### src/rtl/traffic_light_ctrl_pkg.sv
// Shared encodings for the traffic light controller: phase states, unit sub-states, lamp codes.
// The optional pedestrian walk phase is enabled with the TL_PED_WALK_EN macro.
package traffic_light_ctrl_pkg;

  typedef enum logic [2:0] {
    S_ALLRED_B  = 3'd0,
    S_NS_GREEN  = 3'd1,
    S_NS_YELLOW = 3'd2,
    S_ALLRED_A  = 3'd3,
    S_EW_GREEN  = 3'd4,
    S_EW_YELLOW = 3'd5,
    S_WALK      = 3'd6
  } state_e;

  typedef enum logic {
    SUB_ARM = 1'b0,
    SUB_RUN = 1'b1
  } sub_e;

  localparam logic [2:0] L_RED = 3'b100;
  localparam logic [2:0] L_YEL = 3'b010;
  localparam logic [2:0] L_GRN = 3'b001;

endpackage

### src/rtl/tl_unit_cnt.sv
// Unit counter for one traffic-light phase: clears on phase change, increments per expired
// timer unit, and flags when the parent-selected terminal value is reached.
module tl_unit_cnt #(
  parameter int unsigned UNIT_BITS = 4
) (
  input  logic                 clk_i,
  input  logic                 rst_i,
  input  logic                 clr_i,
  input  logic                 inc_i,
  input  logic [UNIT_BITS-1:0] term_i,
  output logic                 at_term_o
);

  logic [UNIT_BITS-1:0] cnt_q, cnt_d;

  always_comb begin
    cnt_d = cnt_q;
    if (clr_i) begin
      cnt_d = '0;
    end else if (inc_i) begin
      cnt_d = cnt_q + 1'b1;
    end
  end

  always_ff @(posedge clk_i or posedge rst_i) begin
    if (rst_i) begin
      cnt_q <= '0;
    end else begin
      cnt_q <= cnt_d;
    end
  end

  assign at_term_o = (cnt_q == term_i);

endmodule

### src/rtl/traffic_light_ctrl.sv
// Two-way intersection phase sequencer driven by an external restartable timer.
// Define TL_PED_WALK_EN to add a latched pedestrian request and a WALK phase after EW_YELLOW.
module traffic_light_ctrl
  import traffic_light_ctrl_pkg::*;
#(
  parameter int unsigned GREEN_UNITS  = 3,
  parameter int unsigned YELLOW_UNITS = 1,
  parameter int unsigned ALLRED_UNITS = 1,
  parameter int unsigned WALK_UNITS   = 2,
  parameter int unsigned UNIT_BITS    = 4
) (
  input  logic       clk,
  input  logic       r,
  input  logic       tick,
  input  logic       tmr_done,
  output logic       tmr_r,
  output logic       tmr_en,
  input  logic       ped_req,
  output logic [2:0] ns_light,
  output logic [2:0] ew_light,
  output logic       walk
);

  localparam logic [UNIT_BITS-1:0] GreenTerm  = UNIT_BITS'(GREEN_UNITS - 1);
  localparam logic [UNIT_BITS-1:0] YellowTerm = UNIT_BITS'(YELLOW_UNITS - 1);
  localparam logic [UNIT_BITS-1:0] AllredTerm = UNIT_BITS'(ALLRED_UNITS - 1);
  localparam logic [UNIT_BITS-1:0] WalkTerm   = UNIT_BITS'(WALK_UNITS - 1);

  state_e               state_q, state_d, next_phase;
  sub_e                 sub_q, sub_d;
  logic [2:0]           ns_q, ns_d, ew_q, ew_d;
  logic                 walk_q, walk_d;
  logic                 tmr_r_q, tmr_r_d;
  logic [UNIT_BITS-1:0] term;
  logic                 at_term, unit_done, cnt_clr, cnt_inc;

`ifdef TL_PED_WALK_EN
  logic ped_pend_q, ped_pend_d;
`else
  logic unused_ped_req;
  assign unused_ped_req = ped_req;
`endif

  // Only a done seen while running counts; done during ARM or reset is dropped.
  assign unit_done = (sub_q == SUB_RUN) && tmr_done;
  assign cnt_clr   = unit_done && at_term;
  assign cnt_inc   = unit_done && !at_term;

  always_comb begin
    case (state_q)
      S_NS_GREEN, S_EW_GREEN:   term = GreenTerm;
      S_NS_YELLOW, S_EW_YELLOW: term = YellowTerm;
      S_WALK:                   term = WalkTerm;
      default:                  term = AllredTerm;
    endcase
  end

  tl_unit_cnt #(
    .UNIT_BITS (UNIT_BITS)
  ) u_unit_cnt (
    .clk_i     (clk),
    .rst_i     (r),
    .clr_i     (cnt_clr),
    .inc_i     (cnt_inc),
    .term_i    (term),
    .at_term_o (at_term)
  );

  always_comb begin
    case (state_q)
      S_ALLRED_B:  next_phase = S_NS_GREEN;
      S_NS_GREEN:  next_phase = S_NS_YELLOW;
      S_NS_YELLOW: next_phase = S_ALLRED_A;
      S_ALLRED_A:  next_phase = S_EW_GREEN;
      S_EW_GREEN:  next_phase = S_EW_YELLOW;
      S_EW_YELLOW: begin
        next_phase = S_ALLRED_B;
`ifdef TL_PED_WALK_EN
        if (ped_pend_q) begin
          next_phase = S_WALK;
        end
`endif
      end
      default:     next_phase = S_ALLRED_B;
    endcase
  end

  always_comb begin
    state_d = state_q;
    sub_d   = sub_q;
    if (sub_q == SUB_ARM) begin
      sub_d = SUB_RUN;
    end else if (tmr_done) begin
      sub_d = SUB_ARM;
      if (at_term) begin
        state_d = next_phase;
      end
    end
  end

`ifdef TL_PED_WALK_EN
  // A request arriving on the WALK-entry cycle survives the clear and earns another walk.
  always_comb begin
    ped_pend_d = ped_pend_q;
    if (state_d == S_WALK && state_q != S_WALK) begin
      ped_pend_d = 1'b0;
    end
    if (ped_req && state_q != S_WALK) begin
      ped_pend_d = 1'b1;
    end
  end
`endif

  // Lamps are decoded from the next state and registered, so they only change on a phase edge.
  always_comb begin
    ns_d    = L_RED;
    ew_d    = L_RED;
    walk_d  = 1'b0;
    tmr_r_d = (sub_d == SUB_ARM);
    case (state_d)
      S_NS_GREEN:  ns_d = L_GRN;
      S_NS_YELLOW: ns_d = L_YEL;
      S_EW_GREEN:  ew_d = L_GRN;
      S_EW_YELLOW: ew_d = L_YEL;
`ifdef TL_PED_WALK_EN
      S_WALK:      walk_d = 1'b1;
`endif
      default:     ;
    endcase
  end

  always_ff @(posedge clk or posedge r) begin
    if (r) begin
      state_q    <= S_ALLRED_B;
      sub_q      <= SUB_ARM;
      ns_q       <= L_RED;
      ew_q       <= L_RED;
      walk_q     <= 1'b0;
      tmr_r_q    <= 1'b1;
`ifdef TL_PED_WALK_EN
      ped_pend_q <= 1'b0;
`endif
    end else begin
      state_q    <= state_d;
      sub_q      <= sub_d;
      ns_q       <= ns_d;
      ew_q       <= ew_d;
      walk_q     <= walk_d;
      tmr_r_q    <= tmr_r_d;
`ifdef TL_PED_WALK_EN
      ped_pend_q <= ped_pend_d;
`endif
    end
  end

  assign ns_light = ns_q;
  assign ew_light = ew_q;
  assign walk     = walk_q;
  assign tmr_r    = tmr_r_q;
  assign tmr_en   = tick && !tmr_r_q;

endmodule

### config.mk
export PLATFORM = sky130hd
export DESIGN_NAME = traffic_light_ctrl
export DESIGN_NICKNAME = d
export VERILOG_FILES = /design/src/rtl/traffic_light_ctrl_pkg.sv /design/src/rtl/tl_unit_cnt.sv /design/src/rtl/traffic_light_ctrl.sv
export SDC_FILE = /design/constraint.sdc
export NUM_CORES = 1
export LEC_CHECK = 0
export ABC_CLOCK_PERIOD_IN_PS = 2400
export CAP_MARGIN = 20
export CORE_MARGIN = 2
export CORE_UTILIZATION = 44
export CTS_CLUSTER_SIZE = 25
export DETAILED_ROUTE_END_ITERATION = 12
export PLACE_DENSITY = 0.79
export SYNTH_ARGS = -nofsm -noshare
export SYNTH_HDL_FRONTEND = slang
export SYNTH_HIERARCHICAL = 1
export SYNTH_SLANG_ARGS = --single-unit
### constraint.sdc
create_clock -name clk -period 2.4 [get_ports clk]
set_clock_uncertainty 0.05 [all_clocks]
set_input_delay 0.6 -clock clk [delete_from_list [all_inputs] [get_ports clk]]
set_output_delay 0.6 -clock clk [all_outputs]
set_load 0.005 [all_outputs]
==> impl_metrics.json <==
{
  "worstRegToRegCells": 9,
  "rsz0062_at_grt": "false",
  "final_hold_viol_count": 0,
  "num_rows": 14,
  "initial_core_util_pct": 47.6,
  "overflow": 0,
  "yosysUniqueCellTypes": 29,
  "ys.flop_type": "dfrtp_1",
  "synth_xor_area_share_pct": 8.45,
  "pwr_density_cell_nw_per_um2": 1080,
  "cts_tree": "built",
  "wl_met3_um": 42,
  "hpwlAfterDp_um": 871,
  "path_class": "in2out",
  "yosysTopAreaCell": "dfrtp_1",
  "ys_seq_area_share_pct": 52.2,
  "crit_end": "tmr_en",
  "drive_gt1_share_pct": 17.2,
  "ctsRootBufferMaster": "clkbuf_4",
  "grt_max_degree": 12,
  "r2r_start": "state_q[0]",
  "grt_pass1_wl_um": 1890,
  "clk_pin_slew_ps": 90,
  "status": "finished clean",
  "wl_met1_um": 527,
  "synth_edf_count": 0,
  "netlist_instances": 71,
  "yosys.area_share.simple_pct": 19.3,
  "antenna_cells": 0,
  "hp-class": "in2async",
  "critPathCaptureType": "output port",
  "crit_start": "tick",
  "cts_sinks": 15,
  "crit_required_ps": 1750,
  "synth_area_per_cell_um2": 10.2,
  "setup_viol": 0,
  "place.port_buffers": 11,
  "synthesis.area_um2": 726,
  "wl_um": 1130,
  "fp.dieH_um": 44.6,
  "crit_top_cell": "clkdlybuf4s50_1",
  "grt_usage_pct": 13.1,
  "areaGrowthSynthToFinish_pct": 22.4,
  "num_io_pins": 14,
  "yosysTopAreaCellShare_pct": 41.4,
  "ir_drop_v": 0.000531,
  "crit_slowest_cell": "clkdlybuf4s50_1",
  "setup_tns_ps": 0,
  "route.met2.wl_um": 555,
  "drc": 0,
  "ant_nets": 0,
  "holdWs_ps": 505,
  "synthAdderAreaFrac_pct": 1.72,
  "fin_crit_sh_pct": 96.8,
  "cts_hold_buf": 0,
  "clock_path_buffers": 2,
  "synth_top_family_by_area": "simple AND/OR/NAND/NOR gates",
  "synthArstFlopShare_pct": 100,
  "clk_latency_ps": 270,
  "synth_warnings": 6,
  "cp-start-kind": "input pin",
  "fillers": 133,
  "dieArea_um2": 1990,
  "grt_pass1_vias": 465,
  "dp_slack_ps": 67.2,
  "final_max_slew_viol_count": 0,
  "cpPeakStageDelay_ps": 510,
  "worstPathCellList": "clkdlybuf4s50_1 > nor2b_1 > clkdlybuf4s50_1",
  "power_leakage_uw": 0.000422,
  "path_max_fanout": 1,
  "layout_setup_ws_ps": 75.6,
  "cp.arrival_ps": 1670,
  "vias_per_cell": 5.02,
  "drt_iter0_drc": 10,
  "cts_setup_buffers": 0,
  "drv_cap": 0,
  "synth-seq-cells": 15,
  "r2r_end": "u_unit_cnt/cnt_q[3]",
  "vias": 517,
  "r2r_slack_ps": 300,
  "fmax_ghz": 0.430,
  "cts_buffers": 3,
  "synthMuxAreaShare_pct": 3.45,
  "htreeDepth": 1,
  "drtPass1Iterations": 4,
  "synth_compound_area_share_pct": 9.66,
  "coreArea_um2": 1520,
  "cts.repair.resized": 0,
  "gp_congestion": 0.756,
  "ys_top_cells_by_area": "dfrtp_1 (41%), dfstp_2 (11%), nor2_1 (6.2%)",
  "antenna_found_initial": 0,
  "mostFrequentLayoutCells": "nor2_1 (12), dfrtp_1 (12), clkdlybuf4s50_1 (11), xor2_1 (4)",
  "period_needed_ps": 2320,
  "layout.nets": 94,
  "detail_route.wl_per_cell_um": 10.9,
  "top_layer": "met3",
  "die-width_um": 44.6
}
==> critical path, delay by kind of cell <==
family | cells | cell delay [ps]
buf+inv | 2 | 950
simple gates | 1 | 120
==> kinds of logic (layout without fill, tap and decap cells) <==
family | count (synthesis) | after routing
AO/OA/AOI/OAI | 11 | 11
buffers and inverters | 7 | 21
AND/OR/NAND/NOR | 27 | 27
multiplexers | 2 | 2
XOR/XNOR | 7 | 7
adder cells (fa/ha/maj) | 1 | 1
flip-flops | 15 | 15
other | 1 | 3
==> worst min-delay path by stage <==
stage,from,to,slack [ps],cells past startpoint
floorplan,r,u_unit_cnt/cnt_q[0],320,1
global placement,sub_q,sub_q,480,1
detailed placement,sub_q,sub_q,500,1
CTS,r,u_unit_cnt/cnt_q[2],500,2
global route,r,u_unit_cnt/cnt_q[2],520,2
finish,r,u_unit_cnt/cnt_q[2],510,2
==> registers in the layout, summed over array words and instances (netlist names) <==
signal	cells
ew_light	3
ns_light	3
state_q	3
sub_q	1
tmr_r	1
u_unit_cnt/cnt_q	4
==> stage by stage <==
| stage | power, µW | instance area (µm²) | instances | utilization (%) |
|---|---|---|---|---|
| after detailed placement | 830 | 861 | 99 | 56.5 |
| final | 959 | 888 | 103 | 58.3 |
| after global placement | 811 | 861 | 99 | 56.5 |
| after CTS | 969 | 888 | 103 | 58.3 |
| after global routing | 1050 | 888 | 103 | 58.3 |
| after floorplan | 701 | 733 | 73 | - |
==> synth_stat cells, drive strengths merged, types with 2 or more instances <==
library cell,n
dfstp,3
nand3,2
nand2b,2
nor2,12
inv,3
dfrtp,12
buf,3
xor2,4
a21o,2
xnor2,3
nand2,3
nor2b,2
nand4,2
o21ai,3
a21oi,3
==> cell type report <==
type | count | area, µm² | share of cell area (%)
Clock buffer | 3 | 22.5 | 2.54
Sequential cell | 15 | 379 | 42.7
Multi-Input combinational cell | 51 | 320 | 36.1
Timing Repair Buffer | 13 | 125 | 14.1
Clock inverter | 1 | 5.00 | 0.563
Inverter | 4 | 16.3 | 1.83
Tap cell | 16 | 20.0 | 2.25
==> metal layers <==
layer / up-vias / global-route usage (%)
met5: - / 0
met4: 0 / 3.64
met3: 0 / 3.67
met2: 9 / 23.2
met1: 246 / 15.2
li1: 262 / -
==> report_power, final <==
group | switching [µW] | leakage (µW) | internal, µW
registers | 99.3 | 0.000185 | 350
logic | 156 | 0.000220 | 218
clock network | 75.2 | 0.0000177 | 61.6
total | 330 | 0.000422 | 629
Note: power is estimated with default switching activity, not from simulation.
